**src/rtl/if_fetch_pkg.sv**
```systemverilog
// if_fetch_pkg: shared constants and FSM state encoding for the instruction-fetch stage
package if_fetch_pkg;
  localparam int EXCEP_TYPE_BUS = 6;
  localparam int IF_EXC_ADEL = 0;
  localparam logic [31:0] RESET_PC = 32'hBFC0_0000;
  typedef enum logic [1:0] {
    S_REQ  = 2'd0,
    S_WAIT = 2'd1,
    S_HOLD = 2'd2
  } fetch_state_e;
endpackage

```
**src/rtl/inst_req_fsm.sv**
```systemverilog
// inst_req_fsm: REQ/WAIT/HOLD bus sequencer; drops the response of a request orphaned by an exception
module inst_req_fsm
  import if_fetch_pkg::*;
(
  input  logic clk,
  input  logic rst,
  input  logic hold,
  input  logic misaligned,
  input  logic exception,
  input  logic inst_addr_ok,
  input  logic inst_data_ok,
  output logic inst_req,
  output logic capture,
  output logic adel_hit,
  output logic consume
);
  fetch_state_e state;
  logic discard;
  logic run;
  logic accept;
  logic in_flight;
  assign inst_req  = run && state == S_REQ && !misaligned;
  assign accept    = inst_req && inst_addr_ok;
  assign adel_hit  = run && state == S_REQ && misaligned && !exception;
  assign capture   = state == S_WAIT && inst_data_ok && !discard && !exception;
  assign consume   = state == S_HOLD && !hold && !exception;
  // a request survives an exception unless its data lands in the same cycle
  assign in_flight = accept || (state == S_WAIT && !inst_data_ok);
  always_ff @(posedge clk or negedge rst) begin
    if (!rst) begin
      state   <= S_REQ;
      discard <= 1'b0;
      run     <= 1'b0;
    end else begin
      run <= 1'b1;
      if (exception) begin
        state   <= in_flight ? S_WAIT : S_REQ;
        discard <= in_flight;
      end else begin
        case (state)
          S_REQ:  state <= accept ? S_WAIT : adel_hit ? S_HOLD : S_REQ;
          S_WAIT: begin
            if (inst_data_ok) begin
              state   <= discard ? S_REQ : S_HOLD;
              discard <= 1'b0;
            end
          end
          S_HOLD: state <= consume ? S_REQ : S_HOLD;
          default: state <= S_REQ;
        endcase
      end
    end
  end
endmodule

```
**src/rtl/if_fetch.sv**
```systemverilog
// if_fetch: PC owner and IF/ID producer with delayed-branch and exception redirect.
// Optional fetch address-error detection is enabled by defining IF_ADEL_CHECK_EN.
module if_fetch
  import if_fetch_pkg::*;
#(
  parameter logic [31:0] RESET_PC = if_fetch_pkg::RESET_PC
) (
  input  logic                      clk,
  input  logic                      rst,
  input  logic [3:0]                stall,
  input  logic                      exception,
  input  logic [31:0]               excep_pc,
  input  logic                      branch_flag,
  input  logic [31:0]               branch_target,
  output logic                      inst_req,
  output logic [31:0]               inst_addr,
  input  logic                      inst_addr_ok,
  input  logic                      inst_data_ok,
  input  logic [31:0]               inst_rdata,
  output logic [31:0]               if_pc,
  output logic [31:0]               if_instr,
  output logic [EXCEP_TYPE_BUS-1:0] if_exception_type,
  output logic                      inst_stall
);
  logic [31:0] pc;
  logic [31:0] br_tgt;
  logic [31:0] instr;
  logic br_pend;
  logic if_valid;
  logic misaligned;
  logic capture;
  logic adel_hit;
  logic consume;
`ifdef IF_ADEL_CHECK_EN
  logic [EXCEP_TYPE_BUS-1:0] exc_type;
  assign misaligned        = |pc[1:0];
  assign inst_addr         = pc;
  assign if_exception_type = exc_type;
  always_ff @(posedge clk or negedge rst) begin
    if (!rst) exc_type <= '0;
    else if (exception || capture) exc_type <= '0;
    else if (adel_hit) exc_type <= EXCEP_TYPE_BUS'(1 << IF_EXC_ADEL);
  end
`else
  assign misaligned        = 1'b0;
  assign inst_addr         = {pc[31:2], 2'b00};
  assign if_exception_type = '0;
`endif
  inst_req_fsm u_fsm (
    .clk          (clk),
    .rst          (rst),
    .hold         (|stall),
    .misaligned   (misaligned),
    .exception    (exception),
    .inst_addr_ok (inst_addr_ok),
    .inst_data_ok (inst_data_ok),
    .inst_req     (inst_req),
    .capture      (capture),
    .adel_hit     (adel_hit),
    .consume      (consume)
  );
  always_ff @(posedge clk or negedge rst) begin
    if (!rst) begin
      pc       <= RESET_PC;
      br_pend  <= 1'b0;
      br_tgt   <= '0;
      if_valid <= 1'b0;
      instr    <= '0;
    end else if (exception) begin
      pc       <= excep_pc;
      br_pend  <= 1'b0;
      if_valid <= 1'b0;
    end else begin
      if (capture) begin
        instr    <= inst_rdata;
        if_valid <= 1'b1;
      end
      if (adel_hit) begin
        instr    <= '0;
        if_valid <= 1'b1;
      end
      // a branch seen before the delay slot is consumed waits in br_tgt
      if (consume) begin
        pc       <= br_pend ? br_tgt : branch_flag ? branch_target : pc + 32'd4;
        br_pend  <= 1'b0;
        if_valid <= 1'b0;
      end else if (branch_flag) begin
        br_pend <= 1'b1;
        br_tgt  <= branch_target;
      end
    end
  end
  assign if_pc      = pc;
  assign if_instr   = instr;
  assign inst_stall = !if_valid;
endmodule
```
**config.mk**
```make
export PLATFORM = sky130hd
export DESIGN_NAME = if_fetch
export DESIGN_NICKNAME = d
export VERILOG_FILES = /design/src/rtl/if_fetch_pkg.sv /design/src/rtl/inst_req_fsm.sv /design/src/rtl/if_fetch.sv
export SDC_FILE = /design/constraint.sdc
export NUM_CORES = 1
export LEC_CHECK = 0
export ABC_CLOCK_PERIOD_IN_PS = 3800
export CAP_MARGIN = 0
export CORE_MARGIN = 2
export CORE_UTILIZATION = 49
export DETAILED_ROUTE_END_ITERATION = 16
export PLACE_DENSITY = 0.87
export SETUP_SLACK_MARGIN = 0.05
export SLEW_MARGIN = 40
export SYNTH_ARGS = -nofsm -noshare
export SYNTH_HDL_FRONTEND = slang
export SYNTH_HIERARCHICAL = 1
export SYNTH_SLANG_ARGS = --single-unit
export TNS_END_PERCENT = 5
```
**constraint.sdc**
```tcl
create_clock -name clk -period 3.8 [get_ports clk]
set_input_delay 0.76 -clock clk [delete_from_list [all_inputs] [get_ports clk]]
set_output_delay 0.76 -clock clk [all_outputs]
set_load 0.1 [all_outputs]
```
# After elaboration in Yosys (flattened, before gate mapping)
# Index checks and enable logic that the tools add are counted.
[totals]
reg_bits = 102
latchBits = 0
mem_bits_rw = 0
rom_bits = 0
output_inout_bits = 104
wordCells = 58
n_memories = 0
[classes]
addsub = 1
mul = 0
div = 0
magnitude_cmp = 0
n_eq_ne = 3
shift = 0
n_mux = 20
bitwise_logic = 2
reduce_logical = 24
[ops]
columns = ["op", "n"]
rows = [
  ["$mux W32", 4],
  ["$add A32 B3 Y32 const B", 1],
  ["$mux W1", 11],
  ["$logic_and A1 B1 Y1", 8],
  ["$mux W2", 4],
  ["$pmux W2 S3", 1],
  ["$reduce_bool A2 Y1", 3],
  ["$reduce_bool A3 Y1", 2],
  ["$logic_not A1 Y1", 5],
  ["$reduce_and A2 Y1", 2],
  ["$reduce_or A4 Y1", 1],
  ["$ne A3 B3 Y1 const B", 1],
  ["$reduce_and A3 Y1", 1],
  ["$eq A2 B1 Y1 const B", 1],
  ["$eq A2 B2 Y1 const B", 1],
  ["$logic_not A2 Y1", 1],
  ["$not A1 Y1", 2],
  ["$logic_or A1 B1 Y1", 1],
]

# Depth between registers and ports, before layout
# Gate-level depths: netlist of the first run.
[depth]
ltp_word = 7
mapped_depth = 8
mapped_depth_nobuf = 7

# Modules after synthesis
# Netlist of the first run, hierarchy kept.
[by_module_without_submodules]
columns = ["module", "instances", "cells_per_inst", "area_each_um2", "seq_area_each_um2"]
rows = [
  ["if_fetch", 1, 595, 5496.5, 2463.6],
  ["inst_req_fsm", 1, 25, 227.7, 100.1],
]

# Worst setup path after synthesis of the first run
# No wires, ideal clock.
[synth_timing]
kind = "register to output"
startpoint = "reg u_fsm.state[1]"
endpoint = "out inst_req"
t_arrival_ps = 2761
t_required_ps = 3040
path_slack_ps = 279
stages_incl_launch_ff = 3
path_buffers = 0
path_cell_list = "dfrtp_1 nor2b_1 nor3b_1"
[synth_via]
elab_chain_len = 2
[synth_lines]
columns = ["item", "line_no", "rtl"]
rows = [
  ["start: declaration", "inst_req_fsm.sv:17", "fetch_state_e state;"],
  ["start signal: assignment", "inst_req_fsm.sv:37", "state <= in_flight ? S_WAIT : S_REQ;"],
  ["start signal: assignment", "inst_req_fsm.sv:41", "S_REQ: state <= accept ? S_WAIT : adel_hit ? S_HOLD : S_REQ;"],
  ["start signal: assignment", "inst_req_fsm.sv:44", "state <= discard ? S_REQ : S_HOLD;"],
  ["$logic_not A2 Y1", "inst_req_fsm.sv:22", "assign inst_req = run && state == S_REQ && !misaligned;"],
  ["$logic_and A1 B1 Y1", "inst_req_fsm.sv:22", ""],
  ["end: declaration", "if_fetch.sv:15", "output logic inst_req,"],
]
# No other way between the ends.

# Worst setup path in the final report of the first run
[layout_timing]
startpoint = "in stall[1]"
endpoint = "reg pc[16] (netlist: if_pc[16])"
[layout_via]
elab_chain_len = 5
[layout_lines]
columns = ["item", "line_no", "rtl"]
rows = [
  ["start: declaration", "if_fetch.sv:10", "input logic [3:0] stall,"],
  ["$reduce_or A4 Y1", "if_fetch.sv:52", ".hold (|stall),"],
  ["$logic_not A1 Y1", "inst_req_fsm.sv:26", "assign consume = state == S_HOLD && !hold && !exception;"],
  ["$logic_and A1 B1 Y1 (2 in series)", "inst_req_fsm.sv:26", ""],
  ["named net consume", "if_fetch.sv:33", "logic consume;"],
  ["$reduce_bool A2 Y1 (no line)", "-", ""],
  ["end signal: assignment", "if_fetch.sv:70", "pc <= excep_pc;"],
  ["end signal: assignment", "if_fetch.sv:84", "pc <= br_pend ? br_tgt : branch_flag ? branch_target : pc + 32'd4;"],
  ["end: declaration", "if_fetch.sv:25", "logic [31:0] pc;"],
]
# The timed path passes the listed nets, and every way through them passes these cells.
# A chain may end at the register's enable or synchronous reset.

==> results of run 1 <==
==> cell type report <==
class                           instances  area, um^2
Multi-Input combinational cell        438        2730
Clock inverter                          4        72.6
Fill cell                             971        3950
Inverter                               14        52.6
Sequential cell                       102        2560
Clock buffer                           10         239
Timing Repair Buffer                  215        1630
Tap cell                              143         179
==> worst register-to-register path, delay by kind of cell (launching register included) <==
family / cells / cell delay (ps)
simple gates: 3 / 960
flops: 1 / 440
mux: 1 / 400
buf+inv: 2 / 560
==> worst min path at each step <==
stage / startpoint / end / slack [ps] / depth (start not counted)
final: if_instr[4] / if_instr[4] / 470 / 2
after detailed placement: if_instr[4] / if_instr[4] / 460 / 2
after global placement: if_instr[16] / if_instr[16] / 460 / 2
after global routing: if_instr[27] / if_instr[27] / 500 / 2
after CTS: if_instr[4] / if_instr[4] / 480 / 2
after floorplan: rst / br_pend / 460 / 0
==> synth_stat cells, drive strengths merged, types with 3 or more instances <==
| master | count |
|---|---|
| nand3 | 9 |
| nand4 | 10 |
| o211ai | 4 |
| nor4 | 4 |
| o41ai | 3 |
| a21oi | 27 |
| mux2i | 7 |
| inv | 12 |
| and2 | 4 |
| a31oi | 11 |
| o22ai | 3 |
| nand2b | 36 |
| nor3b | 3 |
| or4 | 6 |
| a221oi | 13 |
| nor2 | 28 |
| or3 | 3 |
| and4 | 4 |
| nor2b | 3 |
| nor3 | 6 |
| o221ai | 4 |
| a22oi | 8 |
| buf | 44 |
| a41oi | 3 |
| and3 | 7 |
| o31ai | 5 |
| clkbuf | 32 |
| dfrtp | 93 |
| dfstp | 9 |
| nand2 | 69 |
| mux2 | 32 |
| xor2 | 5 |
| o21ai | 80 |
==> flip-flops by register name, indices dropped and copies added (netlist names) <==
name,cells
br_tgt,32
if_instr,32
if_pc,32
u_fsm/state,2
br_pend,1
if_valid,1
u_fsm/discard,1
u_fsm/run,1
==> kinds of logic after synthesis <==
family / after synthesis / synth area share
AO/OA/AOI/OAI: 182 / 0.198
multiplexers: 39 / 0.0752
adder cells (fa/ha/maj): 1 / 0.00219
other: 2 / 0.00131
XOR/XNOR: 5 / 0.00765
flip-flops: 102 / 0.448
buffers and inverters: 90 / 0.0848
AND/OR/NAND/NOR: 199 / 0.183
==> metrics by stage <==
step | std cells | power (W) | utilization
after detailed placement | 912 | 0.00357 | 0.627
final | 926 | 0.00453 | 0.654
after global placement | 912 | 0.00372 | 0.668
after CTS | 926 | 0.00455 | 0.654
after floorplan | 630 | 0.00318 | -
after global routing | 926 | 0.00470 | 0.654
==> where the power goes <==
part           internal [W]  switching, W  total (W)
Sequential          0.00130      0.000158    0.00145
Combinational      0.000389       0.00171    0.00210
Clock              0.000587      0.000392   0.000979
==> routing by layer <==
layer / up-vias / GRT usage
met5: - / 0
met4: 0 / 0.105
met3: 40 / 0.0502
met2: 285 / 0.426
met1: 2549 / 0.362
li1: 2503 / -
==> flow_results.xml, run 1 <==
<?xml version="1.0" encoding="UTF-8"?>
<metrics>
  <group name="outcome">
    <metric name="result_of_the_run" unit="">complete, no violations</metric>
  </group>
  <group name="setup_path">
    <metric name="timing_worst_setup_path_type" unit="">in2reg</metric>
    <metric name="worst_path_dominant_cell_family" unit="">simple AND/OR/NAND/NOR gates</metric>
    <metric name="crit_path_top_delay_cell" unit="">sky130_fd_sc_hd__or4_1</metric>
    <metric name="reg2reg_setup_slack" unit="ps">1320</metric>
    <metric name="crit_path_start_kind" unit="">primary input</metric>
    <metric name="path_depth" unit="">9</metric>
    <metric name="r2r.worst_path.cells" unit="">6</metric>
    <metric name="crit_required" unit="ps">4020</metric>
    <metric name="timing.rr.start" unit="">u_fsm/state[1]</metric>
    <metric name="worstReg2RegEnd" unit="">br_tgt[13]</metric>
    <metric name="critical-path-max-stage-delay" unit="ps">570</metric>
    <metric name="worstPathBufferInverterCount" unit="">2</metric>
    <metric name="crit_end_element" unit="">flop</metric>
    <metric name="timing.critical_path.cells" unit="">clkdlybuf4s50_1, or4_1, nor4b_2, buf_4, nand2b_1, a221oi_1, o21ai_0, a21o_1, o211a_1</metric>
    <metric name="crit_end" unit="">if_pc[16]</metric>
    <metric name="cp-startpoint" unit="">stall[1]</metric>
    <metric name="critPathArrivalTime" unit="ps">3210</metric>
    <metric name="crit_path_max_fanout" unit="">11</metric>
  </group>
  <group name="drt">
    <metric name="drt_pre_antenna_iters" unit="">6</metric>
    <metric name="wl_met2" unit="um">7990</metric>
    <metric name="met3_wirelength" unit="um">1480</metric>
    <metric name="drc_errors" unit="">0</metric>
    <metric name="sum_of_routed_wire_segments_on_met1" unit="um">6850</metric>
    <metric name="totalWireLength" unit="um">16800</metric>
    <metric name="antenna_violation_net_count_after_detailed_routing" unit="">0</metric>
    <metric name="route.detailed.vias_per_inst" unit="">5.81</metric>
    <metric name="highest_layer_used_for_signal_routing" unit="">met4</metric>
    <metric name="drtIter0Drc" unit="">451</metric>
    <metric name="vias" unit="">5377</metric>
    <metric name="routed_wire_length_per_instance" unit="um">18.1</metric>
  </group>
  <group name="grt">
    <metric name="antenna_violations_before_repair" unit="">0</metric>
    <metric name="pin_count_of_the_biggest_net_entering_global_routing" unit="">65</metric>
    <metric name="track_usage" unit="">0.266</metric>
    <metric name="first_global_vias" unit="">5395</metric>
    <metric name="global_route.overflow_total" unit="">0</metric>
    <metric name="wire_length_of_the_first_global_routing_pass" unit="um">27200</metric>
  </group>
  <group name="logic_synthesis">
    <metric name="synth-edff-count" unit="">0</metric>
    <metric name="post_synth_instance_area" unit="um^2">5720</metric>
    <metric name="ys_warn_count" unit="">6</metric>
    <metric name="netlist-cell-type-count" unit="">64</metric>
    <metric name="synthArstFlopShare" unit="">1.00</metric>
    <metric name="post_synth_top_area_cell" unit="">sky130_fd_sc_hd__dfrtp_1</metric>
    <metric name="post_synth.cell_area_avg" unit="um^2">9.23</metric>
    <metric name="synth.area.top_cells" unit="">sky130_fd_sc_hd__dfrtp_1 41%, sky130_fd_sc_hd__o21ai_0 6.9%, sky130_fd_sc_hd__mux2_2 6.3%</metric>
    <metric name="ys_seq_elements" unit="">102</metric>
    <metric name="yosysSeqAreaShare" unit="">0.448</metric>
    <metric name="netlist_instances" unit="">620</metric>
    <metric name="synth_top_cell_area_share" unit="">0.407</metric>
    <metric name="dominantRegCellSynth" unit="">sky130_fd_sc_hd__dfrtp_1</metric>
  </group>
  <group name="cts">
    <metric name="clock-root-buffer" unit="">sky130_fd_sc_hd__clkbuf_16</metric>
    <metric name="clk_path_buf_depth" unit="">2</metric>
    <metric name="cts_post_setup_buffers_inserted" unit="">0</metric>
    <metric name="clock_sink_count" unit="">102</metric>
    <metric name="cts_tree" unit="">done</metric>
    <metric name="cts_resized" unit="">0</metric>
    <metric name="ctsHoldBuffers" unit="">0</metric>
    <metric name="cts_inserted_buffers" unit="">9</metric>
    <metric name="cts_htree_levels" unit="">3</metric>
    <metric name="worst_skew_pair.late_latency" unit="ps">330</metric>
    <metric name="clkSlewWorstSetupHoldPaths" unit="ps">60</metric>
  </group>
  <group name="pwr">
    <metric name="power_leakage" unit="nW">3.25</metric>
    <metric name="power_density" unit="nW/um^2">607</metric>
    <metric name="ir_worst_vdd" unit="V">0.000563</metric>
  </group>
  <group name="timing">
    <metric name="timing.final.crit_share" unit="">0.786</metric>
    <metric name="finalMaxSlewViolations" unit="">0</metric>
    <metric name="finalClockSkew" unit="ps">4.73</metric>
    <metric name="fin_ws" unit="ps">812</metric>
    <metric name="fin_crit" unit="ps">2990</metric>
    <metric name="hold_viol_final" unit="">0</metric>
    <metric name="whs" unit="ps">474</metric>
    <metric name="worstMarginPinSlew" unit="ps">706</metric>
    <metric name="tns_setup" unit="ps">0</metric>
    <metric name="slew_headroom" unit="">0.527</metric>
    <metric name="grt_setup_unrepaired" unit="">no</metric>
    <metric name="max_frequency" unit="GHz">0.335</metric>
    <metric name="setup_viol_count_final" unit="">0</metric>
  </group>
  <group name="worst_hold_path">
    <metric name="timing.hold.worst.class" unit="">reg2reg</metric>
  </group>
  <group name="die">
    <metric name="design.core.area" unit="um^2">11400</metric>
    <metric name="row_count" unit="">39</metric>
    <metric name="design.portCount" unit="">210</metric>
    <metric name="floorplan.initialDensity" unit="">0.501</metric>
    <metric name="vertical_extent_of_the_die" unit="um">112</metric>
    <metric name="die_width" unit="um">112</metric>
    <metric name="die_area" unit="um^2">12600</metric>
  </group>
  <group name="placement">
    <metric name="globalplace.congestion" unit="">0.921</metric>
    <metric name="place_hpwl" unit="um">12100</metric>
    <metric name="port_buffers" unit="">201</metric>
    <metric name="minimum_setup_slack_after_placement" unit="ps">518</metric>
    <metric name="post_dp_cell_area" unit="um^2">7160</metric>
  </group>
  <group name="layout">
    <metric name="postLayoutCellArea" unit="um^2">7470</metric>
    <metric name="final_nets" unit="">887</metric>
    <metric name="layout-drive-gt1-share" unit="">0.227</metric>
    <metric name="antenna_cells_inserted" unit="">0</metric>
    <metric name="layout_commonest_cell" unit="">sky130_fd_sc_hd__clkdlybuf4s50_1</metric>
    <metric name="synthToLayoutAreaGrowth" unit="%">30.5</metric>
    <metric name="layout_common_cells" unit="">103 x sky130_fd_sc_hd__clkdlybuf4s50_1, 96 x sky130_fd_sc_hd__buf_2, 93 x sky130_fd_sc_hd__dfrtp_1</metric>
  </group>
  <group name="job">
    <metric name="max_cap_viol_count" unit="">0</metric>
  </group>
</metrics>
Note: power is estimated with default switching activity, not from simulation.
==> run 2: changes to the inputs <==
--- a/config.mk
+++ b/config.mk
@@ -5,12 +5,12 @@
 export SDC_FILE = /design/constraint.sdc
 export NUM_CORES = 1
 export LEC_CHECK = 0
-export ABC_CLOCK_PERIOD_IN_PS = 3800
+export ABC_CLOCK_PERIOD_IN_PS = 2950
 export CAP_MARGIN = 0
 export CORE_MARGIN = 2
-export CORE_UTILIZATION = 49
+export CORE_UTILIZATION = 45
 export DETAILED_ROUTE_END_ITERATION = 16
-export PLACE_DENSITY = 0.87
+export PLACE_DENSITY = 0.81
 export SETUP_SLACK_MARGIN = 0.05
 export SLEW_MARGIN = 40
 export SYNTH_ARGS = -nofsm -noshare
==> constraint.sdc (replaced) <==
create_clock -name clk -period 2.95 [get_ports clk]
set_input_delay 0.59 -clock clk [delete_from_list [all_inputs] [get_ports clk]]
set_output_delay 0.59 -clock clk [all_outputs]
set_load 0.1 [all_outputs]
==> run 2 against run 1 <==
Die area increased by 8.6%. First-iteration DRC count increased by 20%. Clock-buffer cell count fell by 1. Cell count is 4.1% higher. Critical endpoint is now if_pc[13]. Routed wire length rose by 1.3%. Hold slack worse by 350 ps. Setup slack got worse by 610 ps. Non-clock buffer count increased by 6. Largest power group unchanged. Core utilization decreased by 2.7 points.
==> flow_results.xml, run 2 (synthesis gave the netlist of run 1 again) <==
<?xml version="1.0" encoding="UTF-8"?>
<metrics>
  <group name="outcome">
    <metric name="result_of_the_run" unit="">complete, no violations</metric>
  </group>
  <group name="layout">
    <metric name="final_nets" unit="">893</metric>
    <metric name="fillCellCount" unit="">1042</metric>
    <metric name="stdcell_count" unit="">964</metric>
    <metric name="postLayoutCellArea" unit="um^2">7850</metric>
    <metric name="final_core_util" unit="">0.627</metric>
    <metric name="synthToLayoutAreaGrowth" unit="%">37.1</metric>
    <metric name="layout_common_cells" unit="">112 x sky130_fd_sc_hd__buf_4, 103 x sky130_fd_sc_hd__clkdlybuf4s50_1, 93 x sky130_fd_sc_hd__dfrtp_1</metric>
    <metric name="layout_commonest_cell" unit="">sky130_fd_sc_hd__buf_4</metric>
    <metric name="layout-drive-gt1-share" unit="">0.238</metric>
  </group>
  <group name="die">
    <metric name="design.core.area" unit="um^2">12500</metric>
    <metric name="die_area" unit="um^2">13600</metric>
    <metric name="vertical_extent_of_the_die" unit="um">117</metric>
    <metric name="die_width" unit="um">117</metric>
    <metric name="design.portCount" unit="">210</metric>
    <metric name="row_count" unit="">41</metric>
    <metric name="floorplan.initialDensity" unit="">0.457</metric>
  </group>
  <group name="grt">
    <metric name="antenna_violations_before_repair" unit="">0</metric>
    <metric name="first_global_vias" unit="">5130</metric>
    <metric name="wire_length_of_the_first_global_routing_pass" unit="um">26300</metric>
    <metric name="global_route.overflow_total" unit="">0</metric>
    <metric name="pin_count_of_the_biggest_net_entering_global_routing" unit="">55</metric>
    <metric name="track_usage" unit="">0.249</metric>
  </group>
  <group name="setup_path">
    <metric name="critPathArrivalTime" unit="ps">2990</metric>
    <metric name="r2r.worst_path.cells" unit="">6</metric>
    <metric name="timing_worst_setup_path_type" unit="">in2reg</metric>
    <metric name="cp-startpoint" unit="">stall[1]</metric>
    <metric name="crit_path_max_fanout" unit="">6</metric>
    <metric name="crit_end_element" unit="">flop</metric>
    <metric name="worstReg2RegEnd" unit="">if_pc[26]</metric>
    <metric name="crit_path_start_kind" unit="">primary input</metric>
    <metric name="timing.rr.start" unit="">if_pc[2]</metric>
    <metric name="reg2reg_setup_slack" unit="ps">670</metric>
    <metric name="crit_end" unit="">if_pc[13]</metric>
    <metric name="crit_required" unit="ps">3190</metric>
  </group>
  <group name="drt">
    <metric name="vias" unit="">5378</metric>
    <metric name="drtIter0Drc" unit="">539</metric>
    <metric name="totalWireLength" unit="um">17000</metric>
    <metric name="antenna_violation_net_count_after_detailed_routing" unit="">0</metric>
    <metric name="drc_errors" unit="">0</metric>
    <metric name="route.detailed.vias_per_inst" unit="">5.58</metric>
    <metric name="drt_pre_antenna_iters" unit="">5</metric>
    <metric name="routed_wire_length_per_instance" unit="um">17.6</metric>
  </group>
  <group name="timing">
    <metric name="fin_crit" unit="ps">2750</metric>
    <metric name="timing.final.crit_share" unit="">0.932</metric>
    <metric name="finalClockSkew" unit="ps">7.98</metric>
    <metric name="grt_setup_unrepaired" unit="">no</metric>
    <metric name="tns_setup" unit="ps">0</metric>
    <metric name="worstMarginPinSlew" unit="ps">588</metric>
    <metric name="max_frequency" unit="GHz">0.364</metric>
    <metric name="finalMaxSlewViolations" unit="">0</metric>
    <metric name="setup_viol_count_final" unit="">0</metric>
    <metric name="slew_headroom" unit="">0.608</metric>
    <metric name="hold_viol_final" unit="">0</metric>
    <metric name="whs" unit="ps">123</metric>
  </group>
  <group name="pwr">
    <metric name="internal_power" unit="W">0.00298</metric>
    <metric name="p_sw_frac" unit="">0.500</metric>
    <metric name="seq_power_share" unit="">0.317</metric>
    <metric name="share_clk_of_total_power" unit="">0.206</metric>
    <metric name="switching_power" unit="W">0.00299</metric>
    <metric name="power_density" unit="nW/um^2">761</metric>
    <metric name="power_leakage" unit="nW">3.37</metric>
    <metric name="comb_power_share" unit="">0.477</metric>
    <metric name="ir_worst_vdd" unit="V">0.000712</metric>
  </group>
  <group name="cts">
    <metric name="cts_htree_levels" unit="">3</metric>
    <metric name="worst_skew_pair.late_latency" unit="ps">350</metric>
    <metric name="clock-root-buffer" unit="">sky130_fd_sc_hd__clkbuf_16</metric>
    <metric name="ctsHoldBuffers" unit="">0</metric>
    <metric name="cts_inserted_buffers" unit="">9</metric>
    <metric name="cts_tree" unit="">done</metric>
    <metric name="cts_post_setup_buffers_inserted" unit="">0</metric>
    <metric name="clk_path_buf_depth" unit="">2</metric>
    <metric name="clkSlewWorstSetupHoldPaths" unit="ps">80</metric>
    <metric name="clock_sink_count" unit="">102</metric>
    <metric name="cts_resized" unit="">0</metric>
  </group>
  <group name="placement">
    <metric name="post_dp_cell_area" unit="um^2">7510</metric>
    <metric name="globalplace.congestion" unit="">0.886</metric>
    <metric name="port_buffers" unit="">201</metric>
    <metric name="place_hpwl" unit="um">12300</metric>
    <metric name="dp_cells" unit="">946</metric>
  </group>
  <group name="job">
    <metric name="max_cap_viol_count" unit="">0</metric>
  </group>
  <group name="worst_hold_path">
    <metric name="timing.hold.worst.class" unit="">in2async</metric>
  </group>
</metrics>
## run 2: layer usage
| metal | up-vias | wire (um) | GRT usage |
|---|---|---|---|
| met5 | - | 0 | 0 |
| met3 | 29 | 1470 | 0.0566 |
| met2 | 256 | 8270 | 0.400 |
| met1 | 2572 | 6890 | 0.331 |
| li1 | 2521 | - | - |
| met4 | 0 | 364 | 0.0957 |
## run 2: worst min-delay path by stage
stage | start | to | cells after the start
6_report | rst | br_tgt[31] | 1
2_1_floorplan | rst | br_pend | 0
5_1_grt | rst | br_tgt[31] | 1
4_1_cts | rst | br_tgt[31] | 1
3_3_place_gp | if_instr[14] | if_instr[14] | 2
3_5_place_dp | if_instr[21] | if_instr[21] | 2
## run 2: final cells by class
| class | instances | area, um^2 | share of cell area |
|---|---|---|---|
| Tap cell | 172 | 215 | 0.0274 |
| Clock buffer | 9 | 225 | 0.0287 |
| Antenna cell | 1 | 2.50 | 0.000319 |
| Sequential cell | 102 | 2560 | 0.327 |
| Timing Repair Buffer | 221 | 1970 | 0.251 |
| Inverter | 14 | 52.6 | 0.00670 |
| Clock inverter | 7 | 81.3 | 0.0104 |
| Multi-Input combinational cell | 438 | 2740 | 0.349 |
## run 2: critical path, stage by stage
cell	delay, ps
sky130_fd_sc_hd__clkdlybuf4s50_1	390
sky130_fd_sc_hd__or4_1	580
sky130_fd_sc_hd__nor4b_2	380
sky130_fd_sc_hd__nand2b_1	250
sky130_fd_sc_hd__a221oi_1	400
sky130_fd_sc_hd__o31ai_1	160
sky130_fd_sc_hd__a21oi_1	180
sky130_fd_sc_hd__nor2_1	60
## run 2: power groups by stage
stage               registers, W  clock network (W)  logic (W)
floorplan                0.00323                  0   0.000859
global placement         0.00190                  0    0.00281
detailed placement       0.00191                  0    0.00285
CTS                      0.00189            0.00125    0.00285
global route             0.00193            0.00132    0.00296
finish                   0.00189            0.00123    0.00285
## run 2: stage by stage
stage | total power (W) | setup WS, ps
floorplan | 0.00409 | 125
global placement | 0.00471 | -9.95
detailed placement | 0.00476 | -116
CTS | 0.00600 | 232
global route | 0.00621 | 118
finish | 0.00597 | 201
